===== config.mk =====
export PLATFORM = sky130hd
export DESIGN_NAME = hazard_stall_controller
export DESIGN_NICKNAME = d
export VERILOG_FILES = /design/src/rtl/hazard_stall_controller.sv
export SDC_FILE = /design/constraint.sdc
export NUM_CORES = 1
export LEC_CHECK = 0
export CORE_UTILIZATION = 55
export CTS_CLUSTER_SIZE = 12
export DETAILED_ROUTE_END_ITERATION = 8
export DONT_BUFFER_PORTS = 1
export GPL_TIMING_DRIVEN = 1
export PLACE_DENSITY = 0.7
export SLEW_MARGIN = 25
export SYNTH_ARGS = -nofsm -noshare
export SYNTH_HDL_FRONTEND = slang
export SYNTH_SLANG_ARGS = --single-unit

===== constraint.sdc =====
create_clock -name clk -period 5 [get_ports clk]
set_clock_uncertainty 0.2 [all_clocks]
set_input_delay 1.25 -clock clk [delete_from_list [all_inputs] [get_ports clk]]
set_output_delay 1.25 -clock clk [all_outputs]
set_load 0.05 [all_outputs]

===== src/rtl/hazard_stall_controller.sv =====
// Stall/flush sequencer for the 5-stage pipeline: load-use bubbles, branch flushes,
// memory-wait freeze with timeout, plus sticky error and saturating event counters.
module hazard_stall_controller #(
  parameter int unsigned MEM_TIMEOUT = 16,
  parameter int unsigned CNT_W       = 32
) (
  input  logic             clk,
  input  logic             rst,
  input  logic [4:0]       IF_ID_Rs1,
  input  logic [4:0]       IF_ID_Rs2,
  input  logic             IF_ID_UseRs1,
  input  logic             IF_ID_UseRs2,
  input  logic             ID_EX_MemRead,
  input  logic [4:0]       ID_EX_Rd,
  input  logic             branch_taken,
  input  logic             dmem_req,
  input  logic             dmem_ready,
  output logic             pc_write,
  output logic             IF_ID_Stall,
  output logic             IF_ID_Flush,
  output logic             Control_Sig_Stall,
  output logic             pipe_freeze,
  output logic             mem_timeout_err,
  output logic [CNT_W-1:0] stall_cnt,
  output logic [CNT_W-1:0] flush_cnt
);

  typedef enum logic {RUN, MEM_WAIT} state_t;

  localparam logic [7:0] TIMEOUT_LAST = 8'(MEM_TIMEOUT - 1);

  state_t           state;
  logic [7:0]       wait_cnt;
  logic             err_q;
  logic [CNT_W-1:0] stall_q;
  logic [CNT_W-1:0] flush_q;

  logic load_use;
  logic freeze;
  logic pc_write_c, if_id_stall_c, if_id_flush_c, ctrl_stall_c;

  always_comb begin
    load_use = ID_EX_MemRead && (ID_EX_Rd != 5'd0) &&
               ((IF_ID_UseRs1 && (ID_EX_Rd == IF_ID_Rs1)) ||
                (IF_ID_UseRs2 && (ID_EX_Rd == IF_ID_Rs2)));
    // In MEM_WAIT the access is already outstanding, so only dmem_ready matters.
    freeze = (state == RUN) ? (dmem_req && !dmem_ready) : !dmem_ready;
  end

  // NOTE: every signal written here gets a default first so no latch is inferred.
  always_comb begin
    pc_write_c    = 1'b1;
    if_id_stall_c = 1'b0;
    if_id_flush_c = 1'b0;
    ctrl_stall_c  = 1'b0;
    if (freeze) begin
      pc_write_c    = 1'b0;
      if_id_stall_c = 1'b1;
    end else if (branch_taken) begin
      if_id_flush_c = 1'b1;
      ctrl_stall_c  = 1'b1;
    end else if (load_use) begin
      pc_write_c    = 1'b0;
      if_id_stall_c = 1'b1;
      ctrl_stall_c  = 1'b1;
    end
  end

  always_comb begin
    pc_write          = rst ? 1'b1 : pc_write_c;
    IF_ID_Stall       = rst ? 1'b0 : if_id_stall_c;
    IF_ID_Flush       = rst ? 1'b0 : if_id_flush_c;
    Control_Sig_Stall = rst ? 1'b0 : ctrl_stall_c;
    pipe_freeze       = rst ? 1'b0 : freeze;
    mem_timeout_err   = rst ? 1'b0 : err_q;
    stall_cnt         = rst ? '0   : stall_q;
    flush_cnt         = rst ? '0   : flush_q;
  end

  // NOTE: sequential state uses non-blocking assignments so all registers update together.
  always_ff @(posedge clk) begin
    if (rst) begin
      state    <= RUN;
      wait_cnt <= 8'd0;
      err_q    <= 1'b0;
      stall_q  <= '0;
      flush_q  <= '0;
    end else begin
      if (!pc_write_c && (stall_q != '1)) stall_q <= stall_q + 1'b1;
      if (if_id_flush_c && (flush_q != '1)) flush_q <= flush_q + 1'b1;
      case (state)
        RUN: begin
          if (freeze) begin
            state    <= MEM_WAIT;
            wait_cnt <= 8'd0;
          end
        end
        MEM_WAIT: begin
          if (!dmem_ready) begin
            wait_cnt <= wait_cnt + 8'd1;
            if (wait_cnt == TIMEOUT_LAST) begin
              err_q <= 1'b1;
              state <= RUN;
            end
          end else begin
            state <= RUN;
          end
        end
        default: state <= RUN;
      endcase
    end
  end

endmodule


---- Word level (Yosys, flattened, before mapping) ----
Index checks and enable logic that the tools add are counted.
operators by class
  magnitude comparators ................... 0
  equal/unequal tests ..................... 7
  div/mod/pow operators ................... 0
  $add $sub $neg .......................... 3
  bitwise gates (word level) .............. 2
  shifts and indexed selects .............. 0
  reduce and logical (&&, ||, !) cells .... 13
  $mul .................................... 0
  multiplexer cells ....................... 26
operators by type and width
  cell                                                                   number
  32-bit by 1-bit adder with 32-bit output, second input constant        2
  32-bit two-way mux                                                     2
  32-bit inequality test, second input constant                          2
  1-bit two-way mux                                                      20
  8-bit two-way mux                                                      2
  8-bit case mux with 2 select lines                                     1
  5-bit equality test                                                    2
  8-bit by 1-bit adder with 8-bit output, second input constant          1
  8-bit by 4-bit equality test with 1-bit output, second input constant  1
  1-bit logical AND                                                      7
  5-bit nonzero test                                                     1
  2-bit inequality test, second input constant                           2
  3-bit AND reduction                                                    1
  1-bit zero test                                                        2
  1-bit inverter                                                         2
  1-bit case mux with 2 select lines                                     1
  2-bit AND reduction                                                    1
  1-bit logical OR                                                       1
word-level totals
  ROM bits ................................ 0
  register bits ........................... 74
  bits in writable memories ............... 0
  output and inout port bits .............. 70
  memories kept ........................... 0
  latch bits .............................. 0
  logic and storage cells ................. 56

---- Depth between registers and ports, before layout ----
Gate-level depths: netlist of the first run.
  depth after elaboration ................. 9
  depth in mapped cells ................... 9
  mapped depth without buffers ............ 7

---- Worst setup path before layout of the first run ----
OpenSTA, ideal clock, no wires.
  path type ............................... input to output
  start point ............................. in dmem_ready
  end point ............................... out pc_write
  path buffers ............................ 0
  setup slack ............................. 0.483 ns
  arrival time ............................ 3.067 ns
  data required time ...................... 3.550 ns
  stages on the path ...................... 6
  cell sequence ........................... o21bai_1 > nand2_1 > o21a_1 > nand2_1 > nor2_1 > inv_1
between the ends
  word-level cells in the longest chain between the ends .. 5
ends and longest elaborated chain
  what                   RTL line  RTL
  start, declared        17        input logic dmem_ready,
  1-bit zero test (*)    --
  1-bit logical AND      47        freeze = (state == RUN) ? (dmem_req && !dmem_ready) : !dmem_ready;
  1-bit two-way mux (*)  47
  1-bit two-way mux (*)  56        if (freeze) begin
  1-bit two-way mux (*)  70        pc_write = rst ? 1'b1 : pc_write_c;
  end, declared          18        output logic pc_write,
Mark *: on every way between the ends. The rest lies on a longest branch, timed or not.

---- Final worst setup path of the first run ----
  start point ............................. in ID_EX_Rd[4]
  end point ............................... out pc_write
between the ends
  word-level cells in the longest chain between the ends .. 8
  elaborated cells between the ends (all ways) .. 12
ends and longest elaborated chain
  what                                           RTL line  RTL
  start, declared                                14        input logic [4:0] ID_EX_Rd,
  5-bit equality test, on equally long branches  44, 45
  1-bit logical AND, on equally long branches    44, 45
  1-bit logical OR                               44        ((IF_ID_UseRs1 && (ID_EX_Rd == IF_ID_Rs1)) ||
  1-bit logical AND (*)                          43        load_use = ID_EX_MemRead && (ID_EX_Rd != 5'd0) &&
  1-bit two-way mux (*)                          62        end else if (load_use) begin
  1-bit two-way mux (*)                          59        end else if (branch_taken) begin
  1-bit two-way mux (*)                          56
  1-bit two-way mux (*)                          70
Marks and branches as above.

==> flow_summary.json, run 1 <==
{
  "outcome": "complete, no violations",
  "cp_max_fo": 4,
  "wl_per_cell_um": 14.6,
  "netlist.area_leader.share_pct": 36.0,
  "vdd_drop_max_uv": 135,
  "drc": 0,
  "core_area_um2": 7250,
  "setup_ws_ns": 0.412,
  "dr.pass1.iters": 4,
  "dieArea_um2": 7840,
  "endpoint": "pc_write",
  "hold_class": "flop to flop",
  "reg2regPathDepth": 8,
  "ant_nets": 0,
  "clockBufferDepth": 2,
  "rrSetupSlack_ns": 2.04,
  "gr-total-overflow": 0,
  "hold_buffers": 0,
  "die_h_um": 88.6,
  "worstSetupEndpointType": "primary output",
  "arrival_ns": 3.14,
  "ys_types": 43,
  "slew_violations": 0,
  "start_util_pct": 56.8,
  "startpoint_type": "input pin",
  "pin_count": 93,
  "antenna_found_initial": 0,
  "die_width_um": 88.6,
  "synth-async-reset-ratio_pct": 0,
  "rsz0062_at_grt": "no",
  "maxClockFrequency_mhz": 218,
  "area_delta_synth_final_pct": 6.35,
  "drtIter0Drc": 209,
  "power_density_nw_per_um2": 252,
  "port_buffers": 0,
  "htreeDepth": 3,
  "finalCriticalPeriod_ns": 4.59,
  "grt_pass1_vias": 3024,
  "tritoncts": "done",
  "slew_headroom_pct": 27.8,
  "tns_ns": 0,
  "max-cap-violations": 0,
  "crit_type": "input pin to primary output",
  "avgSynthCellArea_um2": 7.95,
  "ys_top_cells_by_count": "nor2_1, dfxtp_1, nor2b_1",
  "pre_cts_ws_ns": 0.413,
  "ys_seq_area_share_pct": 36.0,
  "routed-via-count": 3513,
  "yosysTopAreaCell": "dfxtp_1",
  "final.fill_count": 685,
  "post-route-period-util_pct": 91.8,
  "cp-startpoint": "ID_EX_Rd[4]",
  "tightest_slew_ns": 1.08,
  "grt_pass1_wl_mm": 14.0,
  "required_ns": 3.55,
  "cts.clk_slew.worst_paths_ns": 0.07,
  "layoutNonFillerInstCount": 613,
  "post_cts_buffers": 0,
  "cts.sinks": 74,
  "synth_edf_count": 0,
  "dp.cells": 598,
  "track_usage_pct": 23.0,
  "cts_buffers": 9,
  "r2r-start": "stall_q[0]",
  "post_cts_resized": 0,
  "yosys_warnings": 0,
  "clk_latency_ns": 0.34,
  "synth.ff_latch_count": 74,
  "setup_violations": 0,
  "synth_cells": 518,
  "cts_root_buf": "clkbuf_8",
  "synth_area_leaders": "dfxtp_1, nor2b_1, nor2_1, mux2_2, xor2_1",
  "drive_above_1_share_pct": 9.53,
  "wl_mm": 8.98,
  "grt_max_degree": 143,
  "power.total_w": 0.00110,
  "via_per_inst": 5.73,
  "gp_congestion": 0.750,
  "num_rows": 31,
  "antenna_cells": 0,
  "p_leak_nw": 1.56,
  "synth_nets": 544,
  "synth_most_common_cell": "nor2_1",
  "syn-cell-area_um2": 4120,
  "worstReg2RegEnd": "stall_q[9]",
  "fin_nets": 536,
  "yosys_most_used_dff": "dfxtp_1",
  "place_hpwl_mm": 6.35,
  "hold_viol_final": 0
}
==> sequential cells by signal, summed over array words and instances, names as in the netlist <==
| signal | flops |
|---|---|
| err_q | 1 |
| flush_q | 32 |
| stall_q | 32 |
| state | 1 |
| wait_cnt | 8 |
==> where the power goes <==
part           switching [W]  total (W)  internal (W)
logic              0.0000366  0.0000574     0.0000208
clock network       0.000209   0.000450      0.000240
registers         0.00000357   0.000596      0.000592
==> layer usage <==
metal | global-route usage, % | share of wire (%) | wire [µm] | up-vias
met2 | 35.5 | 47 | 4200 | 79
met1 | 30.3 | 47 | 4180 | 1647
met3 | 7.65 | 6.2 | 559 | 4
met5 | 0 | 0 | 0 | -
li1 | - | - | - | 1783
met4 | 7.48 | 0.43 | 39 | 0
==> cells by family (layout without fill, tap and decap cells) <==
group	after synthesis	after routing	synth area share, %
adders and majority gates	3	3	0.911
and+or+nand+nor	307	307	39.2
muxes	27	27	7.38
DFF	74	74	36.0
xor gates and xnor gates	37	37	7.87
buffers and inverters	35	31	3.43
AOI/OAI and AO/OA	35	35	5.25
==> per-stage QoR <==
step	hold WS (ns)	cell area, µm²	util [%]
floorplan	0.229	4120	-
global placement	0.246	4190	57.8
detailed placement	0.266	4190	57.8
CTS	0.285	4380	60.4
global route	0.311	4380	60.4
finish	0.275	4380	60.4
==> worst max-delay path, cell delays in order <==
cell and delay (ns):
xnor2_1 0.17, nand4_1 0.13, o221ai_1 0.37, nand2_1 0.16, nor2_1 0.75, inv_1 0.09
buf_4 0.22
==> placed cells by master, fill, tap and decap left out, types with 3 or more instances in the layout <==
| cell | Yosys | layout |
|---|---|---|
| nand2_1 | 40 | 40 |
| or4_1 | 12 | 12 |
| mux2_1 | 4 | 4 |
| nand3_1 | 37 | 37 |
| dfxtp_1 | 74 | 74 |
| inv_1 | 9 | 9 |
| buf_4 | 0 | 7 |
| nor3_1 | 13 | 12 |
| ha_1 | 3 | 3 |
| o21ai_0 | 12 | 12 |
| mux2_2 | 19 | 19 |
| nor4_1 | 13 | 13 |
| and4_1 | 7 | 7 |
| nor2_1 | 79 | 79 |
| clkbuf_8 | 0 | 10 |
| xnor2_1 | 14 | 14 |
| a21oi_1 | 10 | 10 |
| mux2i_1 | 3 | 3 |
| o21a_1 | 3 | 3 |
| or2_2 | 3 | 3 |
| xor2_1 | 23 | 23 |
| or3_1 | 4 | 4 |
| and2_1 | 5 | 5 |
| nand4_1 | 18 | 18 |
| nor3b_1 | 3 | 3 |
| nor2b_1 | 60 | 59 |
| and3_1 | 9 | 9 |
==> cell type report <==
type	instances	area, µm²	area share [%]
well taps	99	124	2.83
clock inverters	3	40.0	0.914
multi-input cells	409	2500	57.2
flip-flops and latches	74	1480	33.8
inverters	9	33.8	0.771
clock buffers	12	145	3.31
repair buffers	7	52.6	1.20
==> worst min path at each step <==
stage | to | cells after the start | startpoint | slack [ns]
5_1_grt | err_q | 2 | err_q | 0.31
3_3_place_gp | err_q | 2 | err_q | 0.25
6_report | err_q | 2 | err_q | 0.27
4_1_cts | err_q | 2 | err_q | 0.29
3_5_place_dp | err_q | 2 | err_q | 0.27
2_1_floorplan | err_q | 2 | err_q | 0.23
Note: power is estimated with default switching activity, not from simulation.
==> run 2: changes to the inputs <==
- CORE_MARGIN: unset -> 4
- CORE_UTILIZATION: 55 -> 45
- DONT_BUFFER_PORTS: 1 -> unset
- PLACE_DENSITY: 0.7 -> 0.73
==> flow_summary.json, run 2 (synthesized netlist as in run 1, its figures left out) <==
{
  "wl_per_cell_um": 14.1,
  "drtIter0Drc": 150,
  "top_layer_used": "met4",
  "routed-via-count": 3851,
  "required_ns": 3.55,
  "grt_pass1_vias": 3592,
  "p_comb_share_pct": 8.6,
  "outcome": "complete, no violations",
  "dpl_cell_area_um2": 5160,
  "grt_max_degree": 67,
  "clockBufferDepth": 2,
  "hold_buffers": 0,
  "track_usage_pct": 18.5,
  "drc": 0,
  "place_hpwl_mm": 7.42,
  "final_area_um2": 5380,
  "htreeDepth": 3,
  "cts.sinks": 74,
  "cp_max_fo": 4,
  "gp_congestion": 0.893,
  "worstSetupEndpointType": "primary output",
  "p_switching_w": 0.000271,
  "setup_violations": 0,
  "pin_count": 93,
  "post_cts_buffers": 0,
  "fin_nets": 628,
  "gr-total-overflow": 0,
  "via_per_inst": 5.39,
  "post-route-period-util_pct": 92.3,
  "rsz0062_at_grt": "no",
  "clkPwrFrac_pct": 42.4,
  "final_common_cell": "clkdlybuf4s50_1",
  "cts_buffers": 9,
  "p_sw_share_pct": 22.3,
  "pwr-share-seq_pct": 49.1,
  "reg.largest.list": "flush_q (32), stall_q (32), wait_cnt (8)",
  "cts.clk_slew.worst_paths_ns": 0.07,
  "final.fill_count": 814,
  "p_leak_nw": 1.92,
  "slew_violations": 0,
  "num_rows": 34,
  "crit_type": "input pin to primary output",
  "final_cell_mix": "clkdlybuf4s50_1, nor2_1, dfxtp_1",
  "intPower_w": 0.000943,
  "power.total_w": 0.00121,
  "dieArea_um2": 10800,
  "port_buffers": 92,
  "antenna_found_initial": 0,
  "antenna_cells": 0,
  "wl_mm": 10.0,
  "startpoint_type": "input pin",
  "vdd_drop_max_uv": 124,
  "tns_ns": 0,
  "slew_headroom_pct": 56.0,
  "arrival_ns": 3.17,
  "area_delta_synth_final_pct": 30.5,
  "power_density_nw_per_um2": 226,
  "drive_above_1_share_pct": 8.58,
  "cts_root_buf": "clkbuf_8",
  "wl_met3_um": 396,
  "tritoncts": "done",
  "finalCriticalPeriod_ns": 4.62,
  "clk_latency_ns": 0.33,
  "wl_met1_mm": 4.94,
  "max-cap-violations": 0,
  "maxClockFrequency_mhz": 217,
  "dr.pass1.iters": 4,
  "hold_viol_final": 0,
  "tightest_slew_ns": 0.654,
  "die_h_um": 104,
  "start_util_pct": 46.8,
  "wl_met2_mm": 4.63,
  "core_area_um2": 8810,
  "post_cts_resized": 0,
  "ant_nets": 0,
  "hold_class": "flop to flop",
  "die_width_um": 104,
  "grt_pass1_wl_mm": 17.0
}
## run 2: area by class of cell
| cell class | instances | area (µm²) | area share, % |
|---|---|---|---|
| inverter | 9 | 33.8 | 0.628 |
| tap | 108 | 135 | 2.51 |
| multi-input combinational | 409 | 2500 | 46.4 |
| clock inverter | 2 | 60.1 | 1.12 |
| sequential | 74 | 1480 | 27.5 |
| clock buffer | 13 | 159 | 2.95 |
| timing repair buffer | 99 | 1010 | 18.8 |
## run 2: power by group through the flow
| stage | logic [W] | clock network (W) | registers [W] |
|---|---|---|---|
| 6_report | 0.000104 | 0.000514 | 0.000596 |
| 3_5_place_dp | 0.000104 | 0 | 0.000609 |
| 5_1_grt | 0.000113 | 0.000554 | 0.000596 |
| 2_1_floorplan | 0.0000609 | 0 | 0.000608 |
| 4_1_cts | 0.000105 | 0.000527 | 0.000595 |
| 3_3_place_gp | 0.000102 | 0 | 0.000609 |
## run 2: path summary, 6_finish.rpt
check | startpoint | to | slack, ns | cells past startpoint
max | ID_EX_Rd[2] | pc_write | 0.38 | 8
min | err_q | err_q | 0.27 | 2
max reg2reg | stall_q[0] | stall_q[15] | 2.12 | 8
min reg2reg | err_q | err_q | 0.27 | 2
## run 2: per-stage QoR
step	utilization, %	cells	hold WS (ns)	setup slack [ns]
after CTS	61.1	714	0.270	0.359
after global placement	58.6	699	0.247	0.430
final	61.1	714	0.266	0.385
after global routing	61.1	714	0.298	0.205
after floorplan	-	518	0.229	0.483
after detailed placement	58.6	699	0.252	0.361
## run 2: worst max-delay path: stages
cell and delay (ns):
clkdlybuf4s50_1 0.54, xnor2_1 0.13, nand4_1 0.14, o221ai_1 0.42, nand2_1 0.14, nor2_1 0.25, inv_1 0.12, buf_12 0.16
## run 2: metal layers
metal,vias to the layer above,global-route usage [%]
li1,1967,-
met1,1796,24.9
met2,82,29.7
met3,6,4.23
met4,0,5.32
met5,-,0
==> run 3: changes to the inputs <==
- CORE_UTILIZATION: 45 -> 55
- DONT_BUFFER_PORTS: unset -> 1
- PLACE_DENSITY: 0.73 -> 0.7
==> flow_summary.json, run 3 (synthesized netlist as in run 1, its figures left out) <==
{
  "cts_buffers": 9,
  "outcome": "complete, no violations",
  "post_cts_buffers": 0,
  "post_cts_resized": 0,
  "layoutNonFillerInstCount": 614,
  "arrival_ns": 3.17,
  "hold_class": "flop to flop",
  "die_h_um": 94.6,
  "cts.sinks": 74,
  "reg.largest.list": "flush_q (32), stall_q (32), wait_cnt (8)",
  "crit_type": "input pin to primary output",
  "cp_slowest_stage_delay_ns": 0.75,
  "port_buffers": 0,
  "worstSetupEndpointType": "primary output",
  "wl_mm": 9.12,
  "clockBufferDepth": 2,
  "setup_ws_ns": 0.382,
  "antenna_cells": 0,
  "drive_above_1_share_pct": 9.90,
  "startpoint_type": "input pin",
  "drc": 0,
  "dieArea_um2": 8940,
  "via_per_inst": 5.77,
  "hold_viol_final": 0,
  "grt_pass1_wl_mm": 14.8,
  "critPathSlowestCell": "nor2_1",
  "slew_headroom_pct": 30.3,
  "pre_cts_ws_ns": 0.431,
  "tritoncts": "done",
  "area_delta_synth_final_pct": 5.89,
  "finalCriticalPeriod_ns": 4.62,
  "grt_max_degree": 143,
  "wl_per_cell_um": 14.9,
  "num_rows": 31,
  "required_ns": 3.55,
  "crit_chain": "xnor2_1 -> nand4_1 -> o221ai_1 -> nand2_1 -> nor2_1 -> inv_1 -> buf_4",
  "post-route-period-util_pct": 92.4,
  "p_leak_nw": 1.55,
  "slew_violations": 0,
  "antenna_found_initial": 0,
  "track_usage_pct": 20.6,
  "cp_max_fo": 4,
  "core_area_um2": 7250,
  "pin_count": 93,
  "maxClockFrequency_mhz": 217,
  "tightest_slew_ns": 1.04,
  "gp_congestion": 0.788,
  "gr-total-overflow": 0,
  "hold_buffers": 0,
  "vdd_drop_max_uv": 192,
  "ant_nets": 0,
  "power_density_nw_per_um2": 242,
  "cts.clk_slew.worst_paths_ns": 0.07,
  "place_hpwl_mm": 6.52,
  "final_common_cell": "nor2_1",
  "dr.pass1.iters": 4,
  "clk_latency_ns": 0.34,
  "drtIter0Drc": 208,
  "grt_pass1_vias": 3242,
  "routed-via-count": 3544,
  "die_width_um": 94.6,
  "setup_violations": 0,
  "final_cell_mix": "nor2_1, dfxtp_1, nor2b_1",
  "cts_root_buf": "clkbuf_8",
  "max-cap-violations": 0,
  "dp.cells": 598,
  "start_util_pct": 56.8,
  "rsz0062_at_grt": "no",
  "fin_nets": 536,
  "tns_ns": 0,
  "htreeDepth": 3
}
==> run 3: cell count changes in the layout (fill, tap and decap cells not counted), sizes merged <==
| cell | change |
|---|---|
| clkdlybuf4s50 | -87 |
| buf | -5 |
| clkinv | +3 |
| bufinv | -2 |
==> run 3: path summary, 6_finish.rpt <==
check           endpoint  depth (start not counted)  slack, ns        start
min                err_q                          2       0.27        err_q
min reg2reg        err_q                          2       0.27        err_q
max reg2reg  stall_q[25]                          8       1.95   stall_q[0]
max             pc_write                          7       0.38  ID_EX_Rd[4]
==> run 3: report_power, final <==
| part | internal (W) | switching [W] | total (W) |
|---|---|---|---|
| Sequential | 0.000592 | 0.00000352 | 0.000596 |
| Combinational | 0.0000206 | 0.0000364 | 0.0000570 |
| Clock | 0.000192 | 0.000211 | 0.000403 |
==> run 3: stage by stage <==
stage          instance area [µm²]  hold slack (ns)  power [W]  util [%]
2_1_floorplan                 4120            0.229   0.000669         -
3_3_place_gp                  4190            0.245   0.000665      57.8
3_5_place_dp                  4190            0.261   0.000666      57.8
4_1_cts                       4350            0.279    0.00107      60.0
5_1_grt                       4360            0.314    0.00110      60.2
6_report                      4360            0.268    0.00106      60.2
==> run 3: routing by layer <==
layer / global-route usage, % / up-vias / share of wire, %
met5: 0 / - / 0
li1: - / 1781 / -
met4: 8.65 / 0 / 1.4
met3: 7.01 / 8 / 7.4
met1: 26.1 / 1681 / 45
met2: 32.0 / 74 / 46
==> run 3: worst max-delay path: cells and delay by family <==
kind | cells | cell delay, ns
AOI/OAI and AO/OA | 1 | 0.37
xor gates and xnor gates | 1 | 0.17
buffers and inverters | 2 | 0.31
and+or+nand+nor | 3 | 1.06
==> run 3: final cells by class <==
cell class                 count  area (µm²)
sequential                    74        1480
timing repair buffer           7        52.6
fill                         692        2890
clock inverter                 3        15.0
multi-input combinational    409        2510
inverter                       9        33.8
tap                           99         124
clock buffer                  13         149
